## config.mk

```make
export PLATFORM = sky130hd
export DESIGN_NAME = ysyx_23060042_inst_encoder
export DESIGN_NICKNAME = d
export VERILOG_FILES = /design/src/rtl/ysyx_23060042_inst_encoder_pkg.sv /design/src/rtl/ysyx_23060042_inst_fifo.sv /design/src/rtl/ysyx_23060042_inst_encoder.sv
export SDC_FILE = /design/constraint.sdc
export NUM_CORES = 1
export LEC_CHECK = 0
export ABC_CLOCK_PERIOD_IN_PS = 4950
export BUFFER_PORTS_ARGS = -buffer_cell sky130_fd_sc_hd__buf_2
export CAP_MARGIN = 25
export CORE_MARGIN = 5
export CORE_UTILIZATION = 40
export CTS_CLUSTER_DIAMETER = 120
export CTS_CLUSTER_SIZE = 10
export DETAILED_ROUTE_END_ITERATION = 6
export PLACE_DENSITY_LB_ADDON = 0.3
export SLEW_MARGIN = 20
export SYNTH_ARGS = -nofsm -noshare
export SYNTH_HDL_FRONTEND = slang
export SYNTH_HIERARCHICAL = 1
export SYNTH_SLANG_ARGS = --single-unit
export TNS_END_PERCENT = 20
```

## constraint.sdc

```tcl
create_clock -name clk -period 4.95 [get_ports clk]
set_input_delay 0 -clock clk [delete_from_list [all_inputs] [get_ports clk]]
set_output_delay 0 -clock clk [all_outputs]
set_load 0.05 [all_outputs]
```

## src/rtl/ysyx_23060042_inst_encoder_pkg.sv

```systemverilog
// Shared constants for the RV32I instruction encoder: immediate format codes
// (same encoding as the decoder's imm_type) and major opcodes.
package ysyx_23060042_inst_encoder_pkg;

    localparam logic [2:0] IMM_R  = 3'b000;
    localparam logic [2:0] IMM_I  = 3'b001;
    localparam logic [2:0] IMM_S  = 3'b010;
    localparam logic [2:0] IMM_SB = 3'b011;
    localparam logic [2:0] IMM_U  = 3'b110;
    localparam logic [2:0] IMM_UJ = 3'b111;

    localparam logic [6:0] OP_IMM = 7'b0010011;
    localparam logic [6:0] OP     = 7'b0110011;
    localparam logic [6:0] LOAD   = 7'b0000011;
    localparam logic [6:0] STORE  = 7'b0100011;
    localparam logic [6:0] BRANCH = 7'b1100011;
    localparam logic [6:0] JAL    = 7'b1101111;
    localparam logic [6:0] JALR   = 7'b1100111;
    localparam logic [6:0] LUI    = 7'b0110111;
    localparam logic [6:0] AUIPC  = 7'b0010111;

    // True when value equals the sign extension of its low `width` bits:
    // everything from bit width-1 upward must be all zeros or all ones.
    function automatic logic fits_signed(input logic [31:0] value, input int unsigned width);
        logic [31:0] upper;
        upper = $signed(value) >>> (width - 1);
        return (upper == '0) || (upper == '1);
    endfunction

endpackage

```

## src/rtl/ysyx_23060042_inst_fifo.sv

```systemverilog
// Generic DEPTH x WIDTH first-word fall-through FIFO with synchronous clear.
// The head entry is read straight from storage; occupancy is tracked separately.
module ysyx_23060042_inst_fifo #(
    parameter int DEPTH = 4,
    parameter int WIDTH = 33
) (
    input  logic                     clk,
    input  logic                     rst_n,
    input  logic                     clear,
    input  logic                     push_valid,
    output logic                     push_ready,
    input  logic [WIDTH-1:0]         push_data,
    output logic                     pop_valid,
    input  logic                     pop_ready,
    output logic [WIDTH-1:0]         pop_data,
    output logic [$clog2(DEPTH):0]   level
);

    localparam int AW = $clog2(DEPTH);
    localparam int LW = AW + 1;

    logic [WIDTH-1:0] mem [DEPTH];
    logic [AW-1:0]    wr_ptr;
    logic [AW-1:0]    rd_ptr;
    logic             do_push;
    logic             do_pop;

    assign push_ready = (level != LW'(DEPTH));
    assign pop_valid  = (level != '0);
    assign do_push    = push_valid && push_ready;
    assign do_pop     = pop_valid && pop_ready;
    assign pop_data   = mem[rd_ptr];

    // Clear wins over any push or pop in the same cycle.
    always_ff @(posedge clk or negedge rst_n) begin
        if (!rst_n) begin
            wr_ptr <= '0;
            rd_ptr <= '0;
            level  <= '0;
        end else if (clear) begin
            wr_ptr <= '0;
            rd_ptr <= '0;
            level  <= '0;
        end else begin
            if (do_push) begin
                wr_ptr <= wr_ptr + AW'(1);
            end
            if (do_pop) begin
                rd_ptr <= rd_ptr + AW'(1);
            end
            case ({do_push, do_pop})
                2'b10:   level <= level + LW'(1);
                2'b01:   level <= level - LW'(1);
                default: level <= level;
            endcase
        end
    end

    // Storage is zeroed on reset so the head reads as all zeros until written.
    always_ff @(posedge clk or negedge rst_n) begin
        if (!rst_n) begin
            for (int i = 0; i < DEPTH; i++) begin
                mem[i] <= '0;
            end
        end else if (do_push && !clear) begin
            mem[wr_ptr] <= push_data;
        end
    end

endmodule

```

## src/rtl/ysyx_23060042_inst_encoder.sv

```systemverilog
// Packs decoded RV32I fields into instruction words, queues them, and streams
// them out with sequential word addresses; illegal immediates become a zero word with err set.
module ysyx_23060042_inst_encoder
    import ysyx_23060042_inst_encoder_pkg::*;
#(
    parameter int          DEPTH     = 4,
    parameter logic [31:0] BASE_ADDR = 32'h8000_0000
) (
    input  logic                    clk,
    input  logic                    rst_n,
    input  logic                    clear,
    input  logic                    in_valid,
    output logic                    in_ready,
    input  logic [2:0]              in_imm_type,
    input  logic [6:0]              in_opcode,
    input  logic [2:0]              in_func3,
    input  logic [6:0]              in_func7,
    input  logic [4:0]              in_rs1,
    input  logic [4:0]              in_rs2,
    input  logic [4:0]              in_rd,
    input  logic [31:0]             in_imm,
    output logic                    out_valid,
    input  logic                    out_ready,
    output logic [31:0]             out_inst,
    output logic                    out_err,
    output logic [31:0]             out_addr,
    output logic [$clog2(DEPTH):0]  level
);

    logic [31:0] enc_inst;
    logic        enc_err;
    logic [32:0] head;

    always_comb begin
        enc_inst = '0;
        enc_err  = 1'b0;
        case (in_imm_type)
            IMM_R: begin
                enc_inst = {in_func7, in_rs2, in_rs1, in_func3, in_rd, in_opcode};
            end
            IMM_I: begin
                enc_inst = {in_imm[11:0], in_rs1, in_func3, in_rd, in_opcode};
                enc_err  = !fits_signed(in_imm, 12);
            end
            IMM_S: begin
                enc_inst = {in_imm[11:5], in_rs2, in_rs1, in_func3, in_imm[4:0], in_opcode};
                enc_err  = !fits_signed(in_imm, 12);
            end
            IMM_SB: begin
                enc_inst = {in_imm[12], in_imm[10:5], in_rs2, in_rs1, in_func3,
                            in_imm[4:1], in_imm[11], in_opcode};
                enc_err  = !fits_signed(in_imm, 13) || in_imm[0];
            end
            IMM_U: begin
                enc_inst = {in_imm[31:12], in_rd, in_opcode};
                enc_err  = (in_imm[11:0] != 12'h000);
            end
            IMM_UJ: begin
                enc_inst = {in_imm[20], in_imm[10:1], in_imm[11], in_imm[19:12], in_rd, in_opcode};
                enc_err  = !fits_signed(in_imm, 21) || in_imm[0];
            end
            default: begin
                enc_err = 1'b1;
            end
        endcase
        if (enc_err) begin
            enc_inst = '0;
        end
    end

    ysyx_23060042_inst_fifo #(
        .DEPTH (DEPTH),
        .WIDTH (33)
    ) u_fifo (
        .clk        (clk),
        .rst_n      (rst_n),
        .clear      (clear),
        .push_valid (in_valid),
        .push_ready (in_ready),
        .push_data  ({enc_err, enc_inst}),
        .pop_valid  (out_valid),
        .pop_ready  (out_ready),
        .pop_data   (head),
        .level      (level)
    );

    assign out_err  = head[32];
    assign out_inst = head[31:0];

    // One word address per popped entry, including error entries.
    always_ff @(posedge clk or negedge rst_n) begin
        if (!rst_n) begin
            out_addr <= BASE_ADDR;
        end else if (clear) begin
            out_addr <= BASE_ADDR;
        end else if (out_valid && out_ready) begin
            out_addr <= out_addr + 32'd4;
        end
    end

endmodule

```

==> results.toml <==
[run_status]
outcome = "complete, no violations"

[place]
placed_cells = 1132
placed_area_um2 = 10210
gp_congestion = 0.8213
post-place-ws_ps = 2265
hpwlAfterDp_um = 14700
portBuffers = 139

[clocking]
clkSinkCount = 169
post_cts_buffers = 0
clock_latency_ps = 440
clkSlewWorstSetupHoldPaths_ps = 70
cts_tree = "built"
clockBufferDepth = 2
clock-root-buffer = "clkbuf_16"
numCtsBuffers = 17
cts_max_level = 4

[synth]
synth_cells = 721
ys_ff_latch = 169
syn-cell-area_um2 = 9442
yosys.area.top_type_share = 0.4453
yosys-top-cells-area = "dfrtp_1 (45%), mux2_4 (19%), mux4_2 (7.9%)"
ys.flop_type = "dfrtp_1"
synth_cell_types = 56
seq_area_frac_synth = 0.4481
synth_edf_count = 0
ys_async_sr_fraction = 1.000
ys_warn_count = 6
synth.avg_cell_area_um2 = 13.10
yosysTopAreaCell = "dfrtp_1"

[sta]
setup-violations-final = 0
tns_ps = 0
hold_viol = 0
finClkSkew_ps = 21.63
min_period_ps = 2474
max_slew.worst_pin.slew_ps = 1040
slew_headroom = 0.3064
finalCritPeriodShare = 0.4998
worst_slack_ps = 2476
rsz0062_at_grt = "false"
max_freq_mhz = 404.2
slew_viol_final = 0

[critical_path]
cp_top_family = "simple AND/OR/NAND/NOR gates"
worstReg2RegEnd = "u_fifo/mem[65]"
start_kind = "flop"
reg2reg_depth = 4
path_depth = 4
critPathRequiredTime_ps = 5260
critPathMaxFanout = 17
end_kind = "flop"
crit_arrival_ps = 2790
max_stage_delay_ps = 710
crit_buf_inv = 1
r2r_start = "u_fifo/level[0]"
crit_chain = "or3b_1 -> and4b_2 -> buf_4 -> mux2_2"
rrSetupSlack_ps = 2480
critPathSlowestCell = "and4b_2"
path_class = "flop to flop"

[power_and_ir_drop]
ir_drop_mv = 0.2358
powerDensity_nw_per_um2 = 391.8
cellLeakagePower_nw = 5.213
p_total_mw = 4.243

[routing]
drt_iter0_drc = 363
routed_wl_um = 22570
drt-vias-per-instance = 5.361
drc_errors = 0
antenna_left = 0
dr.pass1.iters = 5
vias = 6262
wl_per_cell_um = 19.32

[flow_run]
cap_violations = 0

[layout]
drive_gt1_frac = 0.4264
stdcell_area_um2 = 10830
antenna_cells = 0
finalNetCount = 914
nFillCells = 2131
area_delta_synth_final_pct = 14.71
stdcell_count = 1168

[die]
die_y_um = 163.6
start_util = 0.4047
rows = 56
die_x_um = 163.6
core_um2 = 23330
pin_count = 142
dieArea_um2 = 26780

[global_route]
grtUsageTotal = 0.1697
antenna_found_initial = 0
grt_pass1_vias = 6504
grt_pass1_wl_um = 35850
grt_remaining_overflow = 0
grt_max_degree = 145

[worst_hold_path]
holdCritStartpoint = "in_opcode[2]"
hold_class = "input port to flop"
holdPathStages = 4
hold_end = "u_fifo/mem[35]"
[logic make-up (layout without fill, tap and decap cells)]
kind of cell / Yosys count / after routing / synth area share
AOI/OAI and AO/OA: 65 / 65 / 0.04254
xor gates and xnor gates: 29 / 29 / 0.02690
buffers and inverters: 60 / 187 / 0.04572
DFF: 169 / 169 / 0.4481
adders and majority gates: 6 / 6 / 0.008746
muxes: 184 / 184 / 0.3041
and+or+nand+nor: 207 / 207 / 0.1235
other: 1 / 2 / 0.0003972
[how the worst max path moves through the flow]
stage                       to            start
2_1_floorplan     out_addr[26]  u_fifo/level[0]
3_3_place_gp    u_fifo/mem[23]   in_imm_type[1]
3_5_place_dp   u_fifo/mem[122]   in_imm_type[1]
4_1_cts         u_fifo/mem[65]  u_fifo/level[0]
5_1_grt         u_fifo/mem[65]  u_fifo/level[0]
6_report        u_fifo/mem[65]  u_fifo/level[0]
[tightest hold or removal path, stage by stage]
cell,delay (ps)
buf_2,90
nand2_1,40
nor3_1,70
mux2_4,260
[cells in the final DEF (no fill, tap or decap), types with 7 or more instances in the layout]
cell,netlist,routed
mux2_2,13,13
buf_2,6,138
xnor2_1,18,18
nand4_1,13,13
clkbuf_16,0,17
xor2_1,11,11
nor4_1,37,37
mux2_4,120,120
mux2i_1,18,18
nand3_1,19,19
o221ai_1,7,7
o21ai_0,13,13
mux4_2,33,33
inv_1,7,7
a31oi_1,8,7
dfrtp_1,168,167
a21oi_1,23,22
nor2_1,51,51
or3_1,7,7
nand2_1,31,31
nor3_1,15,15
[timing repair]
action                                 4_1_cts  5_1_grt
hold buffers                                 4        0
resized for setup                            0        0
endpoints found under the hold margin      120        0
[layer usage]
metal | vias to the layer above | track usage | wire [um]
met3 | 24 | 0.03911 | 1106
met1 | 3191 | 0.2339 | 10370
met4 | 0 | 0.04461 | 380
li1 | 2901 | - | -
met2 | 146 | 0.2711 | 10710
met5 | - | 0 | 0
[sequential cells by signal, indices dropped and copies added, names as in the netlist]
| signal | flops |
|---|---|
| u_fifo/level | 3 |
| u_fifo/mem | 132 |
| u_fifo/rd_ptr | 2 |
| out_addr | 30 |
| u_fifo/wr_ptr | 2 |
[cells in the mapped netlist (2+ instances only)]
| cell type | count |
|---|---|
| a21oi_1 | 23 |
| a21o_1 | 2 |
| nand2_8 | 3 |
| or3_1 | 7 |
| xnor2_1 | 18 |
| a31oi_1 | 8 |
| and4_1 | 3 |
| buf_12 | 9 |
| mux2_4 | 120 |
| mux4_2 | 33 |
| buf_4 | 2 |
| buf_6 | 6 |
| nor3_2 | 3 |
| nor4_1 | 37 |
| nand4_1 | 13 |
| xor2_1 | 11 |
| buf_1 | 5 |
| and3_1 | 5 |
| ha_1 | 5 |
| o21ai_0 | 13 |
| o221ai_1 | 7 |
| dfrtp_1 | 168 |
| buf_2 | 6 |
| a41oi_1 | 2 |
| nor2_1 | 51 |
| nor4_4 | 2 |
| clkbuf_1 | 25 |
| mux2i_1 | 18 |
| nand2_1 | 31 |
| mux2_2 | 13 |
| a211oi_1 | 4 |
| nor3_1 | 15 |
| nand3_1 | 19 |
| nor2b_1 | 6 |
| inv_1 | 7 |
[stage by stage]
step	utilization	hold WS (ps)
finish	0.4642	80.79
detailed placement	0.4377	-119.8
global route	0.4642	105.9
CTS	0.4642	72.66
floorplan	-	-295.6
global placement	0.4377	-115.1
[power breakdown]
part | internal (mW) | switching (mW) | leakage [nW]
Clock | 0.674 | 0.627 | 0.285
Sequential | 1.60 | 0.133 | 2.29
Combinational | 0.542 | 0.667 | 2.64
[layout make-up]
cell class / count / area (um2) / area share
Clock inverter: 15 / 142.6 / 0.01317
Tap cell: 319 / 399.1 / 0.03685
Sequential cell: 169 / 4232 / 0.3907
Timing Repair Buffer: 148 / 802.0 / 0.07405
Inverter: 7 / 26.28 / 0.002426
Multi-Input combinational cell: 493 / 4803 / 0.4435
Clock buffer: 17 / 425.4 / 0.03928
Power figures use the tool's default switching activity.
